**src/rtl/vx_bf16_norm_arbiter.sv**
```systemverilog
// Round-robin arbiter feeding a shared two-stage bf16 normalization pipeline.
// S0 holds the accepted request; S1 holds the normalized result and drives the outputs.
module vx_bf16_norm_arbiter #(
  parameter int unsigned NUM_REQS = 4,
  parameter int unsigned TAG_W    = $clog2(NUM_REQS)
) (
  input  logic                   clk,
  input  logic                   reset,
  input  logic [NUM_REQS-1:0]    valid_in,
  output logic [NUM_REQS-1:0]    ready_in,
  input  logic [NUM_REQS*16-1:0] exp_in,
  input  logic [NUM_REQS*32-1:0] man_in,
  output logic                   valid_out,
  input  logic                   ready_out,
  output logic [TAG_W-1:0]       tag_out,
  output logic [15:0]            norm_exp,
  output logic [31:0]            norm_man,
  output logic                   zero_out
);

  logic [TAG_W-1:0] ptr_q, ptr_d;
  logic [TAG_W-1:0] scan, win_idx;
  logic             win_found;
  logic             s1_adv, s0_can_load, xfer;
  logic [15:0]      sel_exp;
  logic [31:0]      sel_man;

  logic             s0_valid_q;
  logic [TAG_W-1:0] s0_tag_q;
  logic [15:0]      s0_exp_q;
  logic [31:0]      s0_man_q;

  logic             s1_valid_q;
  logic [TAG_W-1:0] s1_tag_q;
  logic [15:0]      s1_exp_q;
  logic [31:0]      s1_man_q;
  logic             s1_zero_q;

  logic [4:0]       lead;
  logic [15:0]      n_exp;
  logic [31:0]      n_man;
  logic             n_zero;

  assign s1_adv      = !s1_valid_q || ready_out;
  assign s0_can_load = !s0_valid_q || s1_adv;

  // First valid requester scanning from ptr upward, wrapping modulo NUM_REQS.
  always_comb begin
    win_found = 1'b0;
    win_idx   = '0;
    scan      = '0;
    for (int unsigned k = 0; k < NUM_REQS; k++) begin
      scan = TAG_W'((32'(ptr_q) + k) % NUM_REQS);
      if (!win_found && valid_in[scan]) begin
        win_found = 1'b1;
        win_idx   = scan;
      end
    end
  end

  assign xfer = win_found && s0_can_load && !reset;

  always_comb begin
    ready_in = '0;
    if (xfer) ready_in[win_idx] = 1'b1;
    ptr_d = xfer ? TAG_W'((32'(win_idx) + 1) % NUM_REQS) : ptr_q;
  end

  always_comb begin
    sel_exp = '0;
    sel_man = '0;
    for (int unsigned i = 0; i < NUM_REQS; i++) begin
      if (win_idx == TAG_W'(i)) begin
        sel_exp = exp_in[16*i +: 16];
        sel_man = man_in[32*i +: 32];
      end
    end
  end

  // Leading-one detect and shift so the leading one lands at bit 7.
  always_comb begin
    lead = '0;
    for (int i = 0; i < 32; i++) begin
      if (s0_man_q[i]) lead = 5'(i);
    end
    n_zero = 1'b0;
    if (s0_man_q == 32'd0) begin
      n_man  = '0;
      n_exp  = s0_exp_q;
      n_zero = 1'b1;
    end else if (lead >= 5'd7) begin
      n_man = s0_man_q >> (lead - 5'd7);
      n_exp = s0_exp_q + 16'(lead - 5'd7);
    end else begin
      n_man = s0_man_q << (5'd7 - lead);
      n_exp = s0_exp_q - 16'(5'd7 - lead);
    end
  end

  always_ff @(posedge clk) begin
    if (reset) begin
      ptr_q      <= '0;
      s0_valid_q <= 1'b0;
      s0_tag_q   <= '0;
      s0_exp_q   <= '0;
      s0_man_q   <= '0;
      s1_valid_q <= 1'b0;
      s1_tag_q   <= '0;
      s1_exp_q   <= '0;
      s1_man_q   <= '0;
      s1_zero_q  <= 1'b0;
    end else begin
      ptr_q <= ptr_d;
      if (s0_can_load) s0_valid_q <= xfer;
      if (xfer) begin
        s0_tag_q <= win_idx;
        s0_exp_q <= sel_exp;
        s0_man_q <= sel_man;
      end
      // Fields only change when a new result is loaded, so a stalled output stays stable.
      if (s1_adv) begin
        s1_valid_q <= s0_valid_q;
        if (s0_valid_q) begin
          s1_tag_q  <= s0_tag_q;
          s1_exp_q  <= n_exp;
          s1_man_q  <= n_man;
          s1_zero_q <= n_zero;
        end
      end
    end
  end

  assign valid_out = s1_valid_q;
  assign tag_out   = s1_tag_q;
  assign norm_exp  = s1_exp_q;
  assign norm_man  = s1_man_q;
  assign zero_out  = s1_zero_q;

endmodule

```
**config.mk**
```make
export PLATFORM = sky130hd
export DESIGN_NAME = vx_bf16_norm_arbiter
export DESIGN_NICKNAME = d
export VERILOG_FILES = /design/src/rtl/vx_bf16_norm_arbiter.sv
export SDC_FILE = /design/constraint.sdc
export NUM_CORES = 1
export LEC_CHECK = 0
export ABC_CLOCK_PERIOD_IN_PS = 7200
export CORE_ASPECT_RATIO = 1.25
export CORE_MARGIN = 4
export CORE_UTILIZATION = 35
export DETAILED_ROUTE_END_ITERATION = 8
export HOLD_SLACK_MARGIN = 0.05
export PLACE_DENSITY = 0.66
export SLEW_MARGIN = 10
export SYNTH_ARGS = -nofsm -noshare
export SYNTH_HDL_FRONTEND = slang
export SYNTH_SLANG_ARGS = --single-unit
```
**constraint.sdc**
```tcl
create_clock -name clk -period 7.2 [get_ports clk]
set_clock_uncertainty 0.05 [all_clocks]
set_input_delay 1.08 -clock clk [delete_from_list [all_inputs] [get_ports clk]]
set_output_delay 1.08 -clock clk [all_outputs]
set_load 0.02 [all_outputs]
```
==> results.tsv, run 1 <==
metric	value	unit
Syn Nets	1530	
htree depth	3	
synthesized cell area	9510	sq um
routed length per instance	20.2	um
DRT Wirelength	36600	um
post-layout util	46.3	%
drt drc	0	
area delta synth->final	30.4	%
post-cts repair resize count	0	
Internal	2.45	mW
post-synthesis compound-gate area fraction	31.0	%
Post-CTS Setup Inserts	0	
Row Count	67	
clock slew at reported path FFs	80	ps
Die H	192	um
Mapped Cells	1305	
Port Buffers	254	
n_diodes	0	
VDD IR max	0.285	mV
Async S/R FF share, synth	0	%
vias in the first global route	9800	
number of synthesized flops with an enable pin	0	
Total GRT Usage	23.5	%
final hold violation count	0	
Leakage	4.67	nW
MaxCap Viol Count	0	
fmax	0.168	GHz
simple-gate area share of the yosys netlist	21.7	%
Setup TNS	0	ps
Critical Path RT	7440	ps
post-synthesis mux area share	13.8	%
drt pass-1 iters	7	
Distinct cells, synth	80	
Slew headroom	29.7	%
total clock sinks	105	
initial antenna violation count	0	
total core area	26800	sq um
post-synth top area cell	dfxtp_1	
post-synthesis sequential area ratio	22.1	%
worst-path maximum fanout	18	
CP arrival	6200	ps
Setup WS pre-CTS	1350	ps
dominant synthesized flop cell	dfxtp_1	
Net Sw Frac	53.6	%
dpl hpwl	28900	um
min cycle time layout	5960	ps
Clk Latency, worst-skew pair	370	ps
hold crit path type	reg2reg	
Clock power frac	9.6	%
Die Wd	155	um
clk buf depth	2	
global-route wire length before repair	55500	um
largest cells by area after synthesis	dfxtp_1 22%, mux2i_1 9.5%, a21oi_1 7.5%	
CTS root buffer	clkbuf_16	
CTS hold repair buffers	0	
Final WS setup	1240	ps
First DRT Iteration DRCs	1005	
Comb pwr share	74.0	%
top cell type's share of synthesized area	22.1	%
element type at the critical path end	flip-flop	
cts bufs inserted	9	
PD cells	426	nW/um^2
cell with the most instances after synthesis	nor2_1	
final worst path period share	82.8	%
largest family of logic cells by synthesized area	compound AO/OA/AOI/OAI gates	
NetSw	2.83	mW
total number of vias	10500	
Post-DRT Antenna Nets	0	
Yosys reg bits	105	
Synth Area in Adders	3.50	%
setup violators final	0	
Initial Util	35.5	%
GRT overflow	0	
die area	29900	sq um
share of cells above drive strength 1	5.80	%
Nets	1686	
Final Power	5.29	mW
largest net degree at the start of global routing	97	
Syn Area/Cell	7.29	sq um
Fill cells	2759	
Synth Area in XOR/XNOR	0.999	%
Worst setup SP type	flip-flop	
drt via density	5.79	
CTS tree	done	
synth cell count leaders	171 x nor2_1, 142 x a21oi_1, 118 x nand2_1, 105 x dfxtp_1, 103 x o21ai_0	
Seq pwr share	16.4	%
Syn. warnings	0	
Crit Path Class	reg2reg	
status	finished, final reports clean	
Max Slew Vio Count	0	
Slew @ Worst Pin	1050	ps
dpl cells	1795	
Post-Layout Cell Count	1811	
Top-Level Pins	255	
routability cong.	0.998	
RSZ-0062 raised after global routing	no	
-- metal layers --
| metal | share of wire [%] | track usage (%) | routed length, um |
|---|---|---|---|
| met4 | 3.6 | 8.99 | 1330 |
| met3 | 6.9 | 3.77 | 2520 |
| met2 | 48 | 39.7 | 17600 |
| met1 | 41 | 30.1 | 15100 |
| met5 | 0 | 0 | 0 |
-- flip-flops by register name, indices dropped and copies added (netlist names) --
register    flops
norm_exp       16
norm_man       32
ptr_q           2
s0_exp_q       16
s0_man_q       32
s0_tag_q        2
s0_valid_q      1
tag_out         2
valid_out       1
zero_out        1
-- final cells by class --
type / count / area, sq um / area share [%]
clock inverter: 6 / 75.1 / 0.605
tap: 345 / 432 / 3.48
timing repair buffer: 273 / 2680 / 21.6
sequential: 105 / 2100 / 16.9
multi-input combinational: 1046 / 6790 / 54.7
clock buffer: 10 / 229 / 1.85
inverter: 26 / 105 / 0.847
-- power by group through the flow --
stage | Combinational, mW | Sequential (mW) | Clock (mW)
final | 3.91 | 0.865 | 0.510
after global routing | 4.20 | 0.882 | 0.540
after CTS | 3.83 | 0.861 | 0.524
after detailed placement | 3.82 | 0.875 | 0
after global placement | 3.84 | 0.867 | 0
after floorplan | 2.76 | 0.835 | 0
-- worst max-delay path: stages, from the launching register on --
cell and delay [ps]:
dfxtp_1 460, nor4_1 500, nand2_1 250, o21ai_2 680
inv_1 140, ha_1 510, nor2_1 410, nand2_1 140
nand3_1 140, ha_1 290, o21a_1 190, nor2_1 120
nor3b_1 70, a211o_1 290, o41ai_1 510, o311ai_0 260
o21a_1 230, o21a_1 180, o2111a_1 240, a211oi_1 210
-- metrics by stage --
| stage | hold WS [ps] | instance area [sq um] |
|---|---|---|
| final | 408 | 12400 |
| after global routing | 439 | 12400 |
| after CTS | 410 | 12400 |
| after detailed placement | 399 | 12100 |
| after global placement | 384 | 12100 |
| after floorplan | 382 | 9510 |
-- final timing paths --
check,from,end,slack [ps],cells after the start
hold / removal,s0_tag_q[1],tag_out[1],410,2
setup / recovery,s0_man_q[17],norm_exp[15],1240,19
setup reg to reg,s0_man_q[17],norm_exp[15],1240,19
hold reg to reg,s0_tag_q[1],tag_out[1],410,2
-- cell families after synthesis --
kind of cell / Yosys count
xor+xnor: 10
fa+ha+maj: 26
flops: 105
simple gates: 444
buf+inv: 154
compound gates: 452
mux: 114
-- cell usage in the layout (no fill, tap or decap), types with 8 or more instances in the layout --
master and n:
mux4_2 13, o21ai_0 103, mux2_2 11, mux2i_1 90, a21oi_1 142, a221o_1 8, a32o_1 12, and2_1 10
o211ai_1 11, ha_1 22, nand2b_1 10, clkbuf_16 9, nand3b_1 41, o31ai_1 14, and3_1 9, nand2_1 118
nand3_1 17, nor3_1 26, a22oi_1 51, clkdlybuf4s50_1 253, inv_1 22, a211oi_1 13, nor2_1 170, a221oi_1 11
dfxtp_1 105, nor4_1 12, a311oi_1 8, buf_4 19
Power figures use the tool's default switching activity.
==> run 2, diff against run 1 <==
- ABC_CLOCK_PERIOD_IN_PS: 7200 -> 4950
- PLACE_DENSITY: 0.66 -> 0.68
- clock period: 7.2 -> 4.95 ns (I/O delays scaled with it)
==> results.tsv, run 2 (synthesized netlist as in run 1, its figures left out) <==
metric	value	unit	change
status	finished, final reports clean		
total core area	26800	sq um	unchanged
Top-Level Pins	255		unchanged
hold crit path type	reg2reg		
Port Buffers	254		unchanged
worst r2r src	s0_man_q[9]		
worst-path maximum fanout	8		-10
clk buf depth	2		unchanged
Row Count	67		unchanged
PD cells	628	nW/um^2	+47%
VDD IR max	0.302	mV	+5.9%
area delta synth->final	36.1	%	
total clock sinks	105		unchanged
element type at the critical path end	flip-flop		
GRT overflow	0		unchanged
final hold violation count	0		unchanged
most frequent cells in the layout	253 x clkdlybuf4s50_1, 169 x nor2_1, 142 x a21oi_1		
Slew @ Worst Pin	955	ps	-95.7 ps
Setup WS pre-CTS	191	ps	-1160 ps
min cycle time layout	4730	ps	-1230 ps
min-delay src	s0_tag_q[0]		
Nets	1731		+2.7%
Critical Path RT	5200	ps	-2240 ps
global-route wire length before repair	57600	um	+3.8%
n_diodes	0		unchanged
Post-DRT Antenna Nets	0		unchanged
Initial Util	35.5	%	unchanged
fmax	0.211	GHz	+26%
drt via density	5.80		about the same
commonest non-fill, non-tap cell in the layout	clkdlybuf4s50_1		
drt pass-1 iters	5		-2
final worst path period share	95.6	%	+13 points
Max Slew Vio Count	0		unchanged
Post-Layout Cell Count	1856		+2.5%
clock slew at reported path FFs	80	ps	about the same
Slew headroom	36.3	%	+6.6 points
CTS root buffer	clkbuf_16		
MaxCap Viol Count	0		unchanged
CP Launch Point	s0_man_q[9]		
Final WS setup	216	ps	-1020 ps
htree depth	3		unchanged
DRT Wirelength	38000	um	+3.7%
die area	29900	sq um	unchanged
Total GRT Usage	24.4	%	+0.93 points
share of cells above drive strength 1	10.1	%	+4.3 points
dpl hpwl	30400	um	+5.1%
drt drc	0		unchanged
Leakage	4.96	nW	+6.2%
vias in the first global route	10100		+3.5%
Crit Path Class	reg2reg		
First DRT Iteration DRCs	861		-14%
initial antenna violation count	0		unchanged
CTS tree	done		
routability cong.	1.01		+1.5%
Setup TNS	0	ps	unchanged
setup violators final	0		unchanged
Die Wd	155	um	unchanged
cts bufs inserted	9		unchanged
Worst setup SP type	flip-flop		
routed length per instance	20.5	um	+1.2%
Clk Latency, worst-skew pair	380	ps	about the same
post-layout util	48.3	%	+2.0 points
dpl cells	1840		+2.5%
CP arrival	4980	ps	-1220 ps
Die H	192	um	unchanged
largest net degree at the start of global routing	97		unchanged
total number of vias	10800		+2.6%
Post-CTS Setup Inserts	0		unchanged
==> run 2: routing by layer <==
metal / share of wire, % / up-vias / GRT usage, %
li1: - / 5249 / -
met1: 41 / 4996 / 30.3
met2: 49 / 450 / 42.2
met3: 6.7 / 64 / 4.17
met4: 3.4 / 0 / 9.30
met5: 0 / - / 0
==> run 2: worst max-delay path, cell delays in order (launching register included) <==
cell	delay, ps
dfxtp_1	390
or4_1	600
o211a_1	300
o21a_1	250
nor2_2	220
nand3_1	110
ha_1	240
nand2_1	140
o21ai_0	160
ha_1	380
and3_1	190
a211o_1	320
o41ai_4	350
o311ai_2	140
o21a_1	200
o21a_1	180
o2111a_1	240
a211oi_1	210
==> run 2: timing repair <==
item / in CTS / in global routing
hold buffers: 0 / 0
gates resized for setup: 0 / 11
hold endpoints to repair: 0 / 0
setup endpoints to repair: 0 / 4
==> run 2: power breakdown <==
| part | internal (mW) | switching (mW) |
|---|---|---|
| Combinational | 2.39 | 3.75 |
| Clock | 0.414 | 0.365 |
| Sequential | 1.02 | 0.203 |
==> run 2: stage by stage <==
step | total power, mW | area [sq um] | hold slack, ps
floorplan | 5.39 | 9680 | 382
global route | 8.62 | 13000 | 413
CTS | 7.99 | 12900 | 405
global placement | 7.18 | 12600 | 392
detailed placement | 7.20 | 12600 | 397
finish | 8.14 | 13000 | 398
==> run 2: worst paths after layout <==
check,to,slack [ps],depth (start not counted)
max reg2reg,norm_exp[15],220,17
min reg2reg,tag_out[0],400,2
max,norm_exp[15],220,17
min,tag_out[0],400,2
==> run 2: final cells by class <==
class                   count  area [sq um]
multi-input cells        1046          6970
well taps                 345           432
fillers                  2717         13900
clock buffers              10           239
flip-flops and latches    105          2100
clock inverters             6          75.1
repair buffers            318          3030
inverters                  26           105
